File: src/rtl/ipgen_memory_arbiter.sv
// ipgen_memory_arbiter: shares one downstream master memory port among NUM_REQ
// requesters. Write (AW+W) and read (AR+R) channels are arbitrated independently,
// round-robin, with the grant locked for the duration of a burst.
module ipgen_memory_arbiter #(
  parameter int NUM_REQ    = 2,
  parameter int ADDR_WIDTH = 32,
  parameter int DATA_WIDTH = 32
) (
  input  logic                               CLK,
  input  logic                               RST,
  // requester write address
  input  logic [NUM_REQ-1:0]                 s_awvalid,
  input  logic [NUM_REQ*ADDR_WIDTH-1:0]      s_awaddr,
  input  logic [NUM_REQ*8-1:0]               s_awlen,
  output logic [NUM_REQ-1:0]                 s_awready,
  // requester write data
  input  logic [NUM_REQ*DATA_WIDTH-1:0]      s_wdata,
  input  logic [NUM_REQ*(DATA_WIDTH/8)-1:0]  s_wstrb,
  input  logic [NUM_REQ-1:0]                 s_wlast,
  input  logic [NUM_REQ-1:0]                 s_wvalid,
  output logic [NUM_REQ-1:0]                 s_wready,
  // requester read address
  input  logic [NUM_REQ-1:0]                 s_arvalid,
  input  logic [NUM_REQ*ADDR_WIDTH-1:0]      s_araddr,
  input  logic [NUM_REQ*8-1:0]               s_arlen,
  output logic [NUM_REQ-1:0]                 s_arready,
  // requester read data (data/last broadcast, valid per requester)
  output logic [DATA_WIDTH-1:0]              s_rdata,
  output logic                               s_rlast,
  output logic [NUM_REQ-1:0]                 s_rvalid,
  input  logic [NUM_REQ-1:0]                 s_rready,
  // downstream write address
  output logic                               m_awvalid,
  output logic [ADDR_WIDTH-1:0]              m_awaddr,
  output logic [7:0]                         m_awlen,
  input  logic                               m_awready,
  // downstream write data
  output logic [DATA_WIDTH-1:0]              m_wdata,
  output logic [DATA_WIDTH/8-1:0]            m_wstrb,
  output logic                               m_wlast,
  output logic                               m_wvalid,
  input  logic                               m_wready,
  // downstream read address
  output logic                               m_arvalid,
  output logic [ADDR_WIDTH-1:0]              m_araddr,
  output logic [7:0]                         m_arlen,
  input  logic                               m_arready,
  // downstream read data
  input  logic [DATA_WIDTH-1:0]              m_rdata,
  input  logic                               m_rlast,
  input  logic                               m_rvalid,
  output logic                               m_rready
);

  localparam int          GW = (NUM_REQ > 1) ? $clog2(NUM_REQ) : 1;
  localparam int          SW = DATA_WIDTH / 8;
  localparam int unsigned NR = NUM_REQ;

  typedef enum logic [1:0] {W_IDLE, W_ADDR, W_DATA} w_state_e;
  typedef enum logic [1:0] {R_IDLE, R_ADDR, R_DATA} r_state_e;

  w_state_e        w_state_q, w_state_d;
  logic [GW-1:0]   wgnt_q, wgnt_d;
  logic [GW-1:0]   wlast_q, wlast_d;
  logic [7:0]      wcnt_q, wcnt_d;
  r_state_e        r_state_q, r_state_d;
  logic [GW-1:0]   rgnt_q, rgnt_d;
  logic [GW-1:0]   rlast_q, rlast_d;

  // m_wlast is regenerated from the beat counter, so requester wlast is not used
  logic unused_s_wlast;
  assign unused_s_wlast = ^s_wlast;

  // first requesting index after the previous winner, wrapping around
  function automatic logic [GW-1:0] rr_pick(input logic [NUM_REQ-1:0] req,
                                             input logic [GW-1:0] last);
    logic [GW-1:0] pick;
    logic          found;
    int unsigned   idx;
    pick  = last;
    found = 1'b0;
    for (int unsigned i = 1; i <= NR; i++) begin
      idx = (int'(last) + i) % NR;
      if (!found && req[GW'(idx)]) begin
        pick  = GW'(idx);
        found = 1'b1;
      end
    end
    return pick;
  endfunction

  // write channel next-state: grant, address handshake, beat countdown
  always_comb begin
    w_state_d = w_state_q;
    wgnt_d    = wgnt_q;
    wlast_d   = wlast_q;
    wcnt_d    = wcnt_q;
    case (w_state_q)
      W_IDLE: if (|s_awvalid) begin
        wgnt_d    = rr_pick(s_awvalid, wlast_q);
        w_state_d = W_ADDR;
      end
      W_ADDR: if (s_awvalid[wgnt_q] && m_awready) begin
        wcnt_d    = s_awlen[int'(wgnt_q)*8 +: 8];
        w_state_d = W_DATA;
      end
      W_DATA: if (m_wvalid && m_wready) begin
        if (wcnt_q == '0) begin
          wlast_d   = wgnt_q;
          w_state_d = W_IDLE;
        end else begin
          wcnt_d = wcnt_q - 8'd1;
        end
      end
      default: w_state_d = W_IDLE;
    endcase
  end

  // read channel next-state: completion follows downstream rlast
  always_comb begin
    r_state_d = r_state_q;
    rgnt_d    = rgnt_q;
    rlast_d   = rlast_q;
    case (r_state_q)
      R_IDLE: if (|s_arvalid) begin
        rgnt_d    = rr_pick(s_arvalid, rlast_q);
        r_state_d = R_ADDR;
      end
      R_ADDR: if (s_arvalid[rgnt_q] && m_arready) r_state_d = R_DATA;
      R_DATA: if (m_rvalid && m_rready && m_rlast) begin
        rlast_d   = rgnt_q;
        r_state_d = R_IDLE;
      end
      default: r_state_d = R_IDLE;
    endcase
  end

  // channel muxing: only the granted requester is connected in each phase
  always_comb begin
    m_awvalid = 1'b0;
    m_awaddr  = '0;
    m_awlen   = '0;
    s_awready = '0;
    m_wvalid  = 1'b0;
    m_wdata   = '0;
    m_wstrb   = '0;
    m_wlast   = 1'b0;
    s_wready  = '0;
    m_arvalid = 1'b0;
    m_araddr  = '0;
    m_arlen   = '0;
    s_arready = '0;
    s_rvalid  = '0;
    s_rdata   = '0;
    s_rlast   = 1'b0;
    m_rready  = 1'b0;
    if (w_state_q == W_ADDR) begin
      m_awvalid         = s_awvalid[wgnt_q];
      m_awaddr          = s_awaddr[int'(wgnt_q)*ADDR_WIDTH +: ADDR_WIDTH];
      m_awlen           = s_awlen[int'(wgnt_q)*8 +: 8];
      s_awready[wgnt_q] = m_awready;
    end
    if (w_state_q == W_DATA) begin
      m_wvalid         = s_wvalid[wgnt_q];
      m_wdata          = s_wdata[int'(wgnt_q)*DATA_WIDTH +: DATA_WIDTH];
      m_wstrb          = s_wstrb[int'(wgnt_q)*SW +: SW];
      m_wlast          = (wcnt_q == '0);
      s_wready[wgnt_q] = m_wready;
    end
    if (r_state_q == R_ADDR) begin
      m_arvalid         = s_arvalid[rgnt_q];
      m_araddr          = s_araddr[int'(rgnt_q)*ADDR_WIDTH +: ADDR_WIDTH];
      m_arlen           = s_arlen[int'(rgnt_q)*8 +: 8];
      s_arready[rgnt_q] = m_arready;
    end
    if (r_state_q == R_DATA) begin
      s_rvalid[rgnt_q] = m_rvalid;
      s_rdata          = m_rdata;
      s_rlast          = m_rlast;
      m_rready         = s_rready[rgnt_q];
    end
  end

  // state registers; reset makes requester 0 the first winner on both channels
  always_ff @(posedge CLK or posedge RST) begin
    if (RST) begin
      w_state_q <= W_IDLE;
      wgnt_q    <= '0;
      wlast_q   <= GW'(NUM_REQ - 1);
      wcnt_q    <= '0;
      r_state_q <= R_IDLE;
      rgnt_q    <= '0;
      rlast_q   <= GW'(NUM_REQ - 1);
    end else begin
      w_state_q <= w_state_d;
      wgnt_q    <= wgnt_d;
      wlast_q   <= wlast_d;
      wcnt_q    <= wcnt_d;
      r_state_q <= r_state_d;
      rgnt_q    <= rgnt_d;
      rlast_q   <= rlast_d;
    end
  end

endmodule

File: config.mk
export PLATFORM = sky130hd
export DESIGN_NAME = ipgen_memory_arbiter
export DESIGN_NICKNAME = d
export VERILOG_FILES = /design/src/rtl/ipgen_memory_arbiter.sv
export SDC_FILE = /design/constraint.sdc
export NUM_CORES = 1
export LEC_CHECK = 0
export CAP_MARGIN = 20
export CORE_AREA = 2 2 172 174
export CTS_CLUSTER_DIAMETER = 150
export DETAILED_ROUTE_END_ITERATION = 6
export DIE_AREA = 0 0 174 176
export PLACE_DENSITY = 0.54
export SLEW_MARGIN = 40
export SYNTH_ARGS = -nofsm -noshare
export SYNTH_HDL_FRONTEND = slang
export SYNTH_SLANG_ARGS = --single-unit
File: constraint.sdc
create_clock -name CLK -period 1.7 [get_ports CLK]
set_clock_uncertainty 0.1 [all_clocks]
set_input_delay 0.34 -clock CLK [delete_from_list [all_inputs] [get_ports CLK]]
set_output_delay 0.34 -clock CLK [all_outputs]
set_load 0.01 [all_outputs]
-- Yosys cells after proc, flatten, opt, wreduce, memory -nomap -nowiden
Index checks and enable logic that the tools add are counted.
- register bits: 16
- bits of input ports: 281
- output and inout bits: 162
- word-level logic and storage cells: 126
- reduce and logical (&&, ||, !) cells: 24
- bitwise operators: 4
- add/subtract/negate cells: 5
- equality and inequality tests: 12
- order comparisons: 8
- mux-type cells: 60
- shift-type cells: 6
- operators by type and width (cell ; number):
    $shiftx 64x7->32 ; 3
    $mux 32 ; 4
    $mux 8 ; 5
    $mux 1 ; 34
    $shiftx 16x5->8 ; 2
    $mux 2 ; 11
    $pmux 8 s2 ; 1
    $ne 2x2->1 const B ; 7
    $lt 1x2->1 const B ; 6
    $pmux 2 s3 ; 2
    $logic_and 1x1->1 ; 9
    $and 2x2->2 ; 4
    $logic_not 8->1 ; 1
    $reduce_and 4->1 ; 2
    $shiftx 8x4->4 ; 1
    $sub 8x1->8 const B ; 1
    $reduce_and 2->1 ; 3
    $reduce_and 3->1 ; 2
    $add 1x1->1 const B ; 4
    $eq 2x1->1 const B ; 2
    $eq 2x2->1 const B ; 2
    $logic_not 2->1 ; 2
    $mux 4 ; 1
    $reduce_or 2->1 ; 2
    5 further kinds ; 8

-- Logic depth before layout (Yosys ltp)
- depth after elaboration: 9
- mapped depth: 6
- depth with buffers taken out: 6

-- Worst setup path before layout
OpenSTA, ideal clock, no wires.
- path type: reg-to-output
- start point: register w_state_q[0]
- end point: output port m_wdata[10]
- stages on the path, launching flop included: 6
- data required time: 1.260 ns
- setup slack: 0.045 ns
- arrival time: 1.215 ns
- path buffers: 3
- path through: dfrtp_1 > nand2b_1 > buf_2 > buf_2 > buf_2 > nor2_1
- word-level cells in the longest chain between the ends: 2
- RTL lines (what ; line ; text):
    start: declaration ; 62 ; w_state_e w_state_q, w_state_d;
    start signal: assignment ; 195 ; w_state_q <= w_state_d;
    $eq 2x2->1 ; 163 ; if (w_state_q == W_DATA) begin
    $mux 32 ; 163 ;
    end: declaration ; 38 ; output logic [DATA_WIDTH-1:0] m_wdata,
No other way between the ends.

-- Worst setup path after layout
- start point: register wgnt_q
- end point: output port m_wdata[1]
- word-level cells in the longest chain between the ends: 2
- RTL lines (what ; line ; text):
    start: declaration ; 63 ; logic [GW-1:0] wgnt_q, wgnt_d;
    start signal: assignment ; 196 ; wgnt_q <= wgnt_d;
    $shiftx 64x7->32 ; 165 ; m_wdata = s_wdata[int'(wgnt_q)*DATA_WIDTH +: DATA_WIDTH];
    $mux 32 ; 163 ;
No other way between the ends.

==> impl_metrics.yaml <==
route:
  num_vias: 5395
  routedWlPerCell_um: 17.0
  drt_wl_total_um: 23500
  drt-initial-drc-count: 99
  first_pass_iters: 4
  post-route-drc-count: 0
  ant_nets: 0
  vias_per_cell: 3.92
grt:
  grt_max_degree: 28
  grt_usage_pct: 14.5
  antenna_found_initial: 1
  grt_pass1_wl_um: 34200
  grt_overflow: 0
  grt_pass1_vias: 5752
floorplan:
  rows: 62
  fp.dieW_um: 174
  fp.dieH_um: 176
  core_area_um2: 28500
  initial_core_util_pct: 10.7
  design.die.area_um2: 30600
  io_pins: 443
worst_setup_path:
  reg2reg_depth: 7
  timing.rr.end: "wcnt_q[7]$_DFFE_PP0P_"
  worst_ep_required_time_ps: 1260
  crit_family: "buffers and inverters"
  cp_num_cells: 6
  crit_arrival_ps: 1610
  crit_buf_inv: 4
  critPathMaxStageDelay_ps: 560
  cp-start-kind: "flip-flop"
  worstSetupPathType: "flip-flop to output pin"
  cp_cell_sequence: "buf_12, buf_12, buf_6, mux2i_1, nor2_1, buf_2"
  cp_max_fo: 8
  crit_top_cell: "buf_12"
  crit_start: "wgnt_q$_DFFE_PP0P_"
  slowest_stage: "dfrtp_4"
  reg2reg_from: "wgnt_q$_DFFE_PP0P_"
  cp-end-kind: "output pin"
  r2r_slack_ps: -310
final_layout:
  final_cell_mix: "clkdlybuf4s50_1, buf_6, buf_2, nor2_1, mux2i_1"
  nets: 1276
  layout.cells.non_filler: 1377
  drive_gt1_share_pct: 49.1
  fill_cells: 2969
  final_common_cell: "clkdlybuf4s50_1"
  syn2layout_area_growth_pct: 237
  stdcell_area_um2: 10300
clocking:
  cts_hold_buf: 0
  cts.path.max_buffers: 2
  cts-root-buf: "clkbuf_16"
  cts_htree_levels: 1
  clock_latency_ps: 260
  cts_tree: "built"
  cts_buffers: 3
  cts.sinks: 16
  path_clk_slew_ps: 60
pwr:
  leakage_nw: 4.65
  power_mw: 15.1
  ir_worst_vdd_v: 0.000948
  internal_power_mw: 9.02
  pwr-share-seq_pct: 5.5
  comb_power_share_pct: 90.9
  switchingPower_mw: 6.13
  switching_share_pct: 40.5
  powerDensity_nw_per_um2: 1470
  clockPowerShare_pct: 3.6
synthesis:
  synth_cells: 418
  yosys_warnings: 0
  synthDistinctLibCells: 45
  syn-cell-area_um2: 3060
  yosysSeqAreaShare_pct: 13.1
  syn_nets: 701
  avgSynthCellArea_um2: 7.33
  ys_ff_latch: 16
placement:
  portBuffers: 440
  placed_cells: 1290
  dp_hpwl_um: 17900
  placed_area_um2: 8550
  gp_congestion: 0.780
sta:
  setup_violations: 172
  post-route-min-period_ps: 2050
  clock.fmax_mhz: 488
  whs_ps: 310
  slew_headroom_pct: 60.7
  worst_pin_slew_ps: 584
  final_hold_viol_count: 0
  maxSlewViolCount: 0
  rsz0062_at_grt: "true"
  postLayoutSetupSlackWorst_ps: -349
  fin_crit_sh_pct: 121
hold_path:
  min_path_type: "input pin to asynchronous set/reset pin"
status:
  violations: "negative setup slack"
  status: "finished with violations"
run:
  max-cap-violations: 0
[how the worst max path moves through the flow]
stage / end
2_1_floorplan: m_wdata[10]
3_3_place_gp: m_arvalid
3_5_place_dp: m_wstrb[0]
4_1_cts: m_awlen[5]
5_1_grt: m_wdata[1]
6_report: m_wdata[1]
[cells by family after synthesis]
family,count (synthesis),share of synthesized area (%)
AO/OA/AOI/OAI,29,7.35
AND/OR/NAND/NOR,210,32.3
adder cells (fa/ha/maj),2,0.817
buffers and inverters,38,6.08
multiplexers,123,40.3
flip-flops,16,13.1
[per-layer routing]
layer  up-vias  global-route usage [%]  share of wire, %
met3        29                    4.05               8.4
li1       2587                       -                 -
met4         0                    3.40               3.0
met5         -                       0                 0
met1      2472                    15.2                36
met2       307                    28.5                53
[through the flow]
step | setup TNS, ps | utilization (%) | worst slack [ps]
2_1_floorplan | 0 | - | 44.7
3_3_place_gp | -53890 | 29.9 | -463
3_5_place_dp | -54950 | 29.9 | -458
4_1_cts | -41390 | 33.9 | -437
5_1_grt | -48310 | 36.1 | -407
6_report | -36820 | 36.1 | -349
[synthesized netlist by cell type, drive strengths merged]
master / n / area share [%]
buf: 20 / 3.9
nand2b: 4 / 0.82
and2: 34 / 6.9
o2bb2a: 1 / 0.65
a211oi: 1 / 0.41
a31oi: 2 / 0.41
a311oi: 2 / 0.57
nand3: 4 / 0.82
o211ai: 1 / 0.25
nand4: 1 / 0.20
and4b: 1 / 0.33
a41oi: 1 / 0.29
clkbuf: 12 / 1.5
o211a: 1 / 0.33
a21oi: 5 / 0.94
a211o: 1 / 0.57
o22ai: 4 / 0.82
o21ai: 6 / 0.98
nand3b: 1 / 0.25
dfstp: 2 / 1.7
nor2: 128 / 16
nand2: 18 / 2.5
mux2i: 119 / 39
nor4: 2 / 0.90
nor3b: 4 / 1.1
dfrtp: 14 / 11
and3: 5 / 1.0
nor3: 4 / 0.82
nor2b: 4 / 0.82
a32o: 2 / 0.65
a22oi: 2 / 0.49
mux2: 4 / 1.5
inv: 6 / 0.73
ha: 2 / 0.82
[flip-flops by register name, indices dropped and copies added (netlist names)]
signal     flops
rlast_q        1
rgnt_q         1
wlast_q        1
r_state_q      2
wcnt_q         8
wgnt_q         1
w_state_q      2
[power groups by stage]
stage / clock, mW / combinational, mW / sequential (mW)
2_1_floorplan: 0 / 4.12 / 0.747
3_3_place_gp: 0 / 9.47 / 0.747
3_5_place_dp: 0 / 9.45 / 0.748
4_1_cts: 0.580 / 12.8 / 0.843
5_1_grt: 0.598 / 14.6 / 0.861
6_report: 0.549 / 13.8 / 0.828
[worst min-delay path, stage by stage]
cell and delay, ps:
clkdlybuf4s50_1 390, inv_1 50, buf_4 270
[cell type report]
cell class	instances	area [µm²]	area share, %
timing repair buffer	601	5920	57.4
sequential	16	409	3.97
antenna	1	2.50	0.0243
clock buffer	4	88.8	0.861
inverter	6	22.5	0.218
multi-input combinational	365	3390	32.9
tap	384	480	4.66
[what timing repair did]
item | 4_1_cts | 5_1_grt
pin swaps | 61 | 67
setup buffers | 56 | 28
resized for setup | 840 | 195
setup endpoints to repair | 171 | 173
gates cloned | 15 | 0
Note: power is estimated with default switching activity, not from simulation.
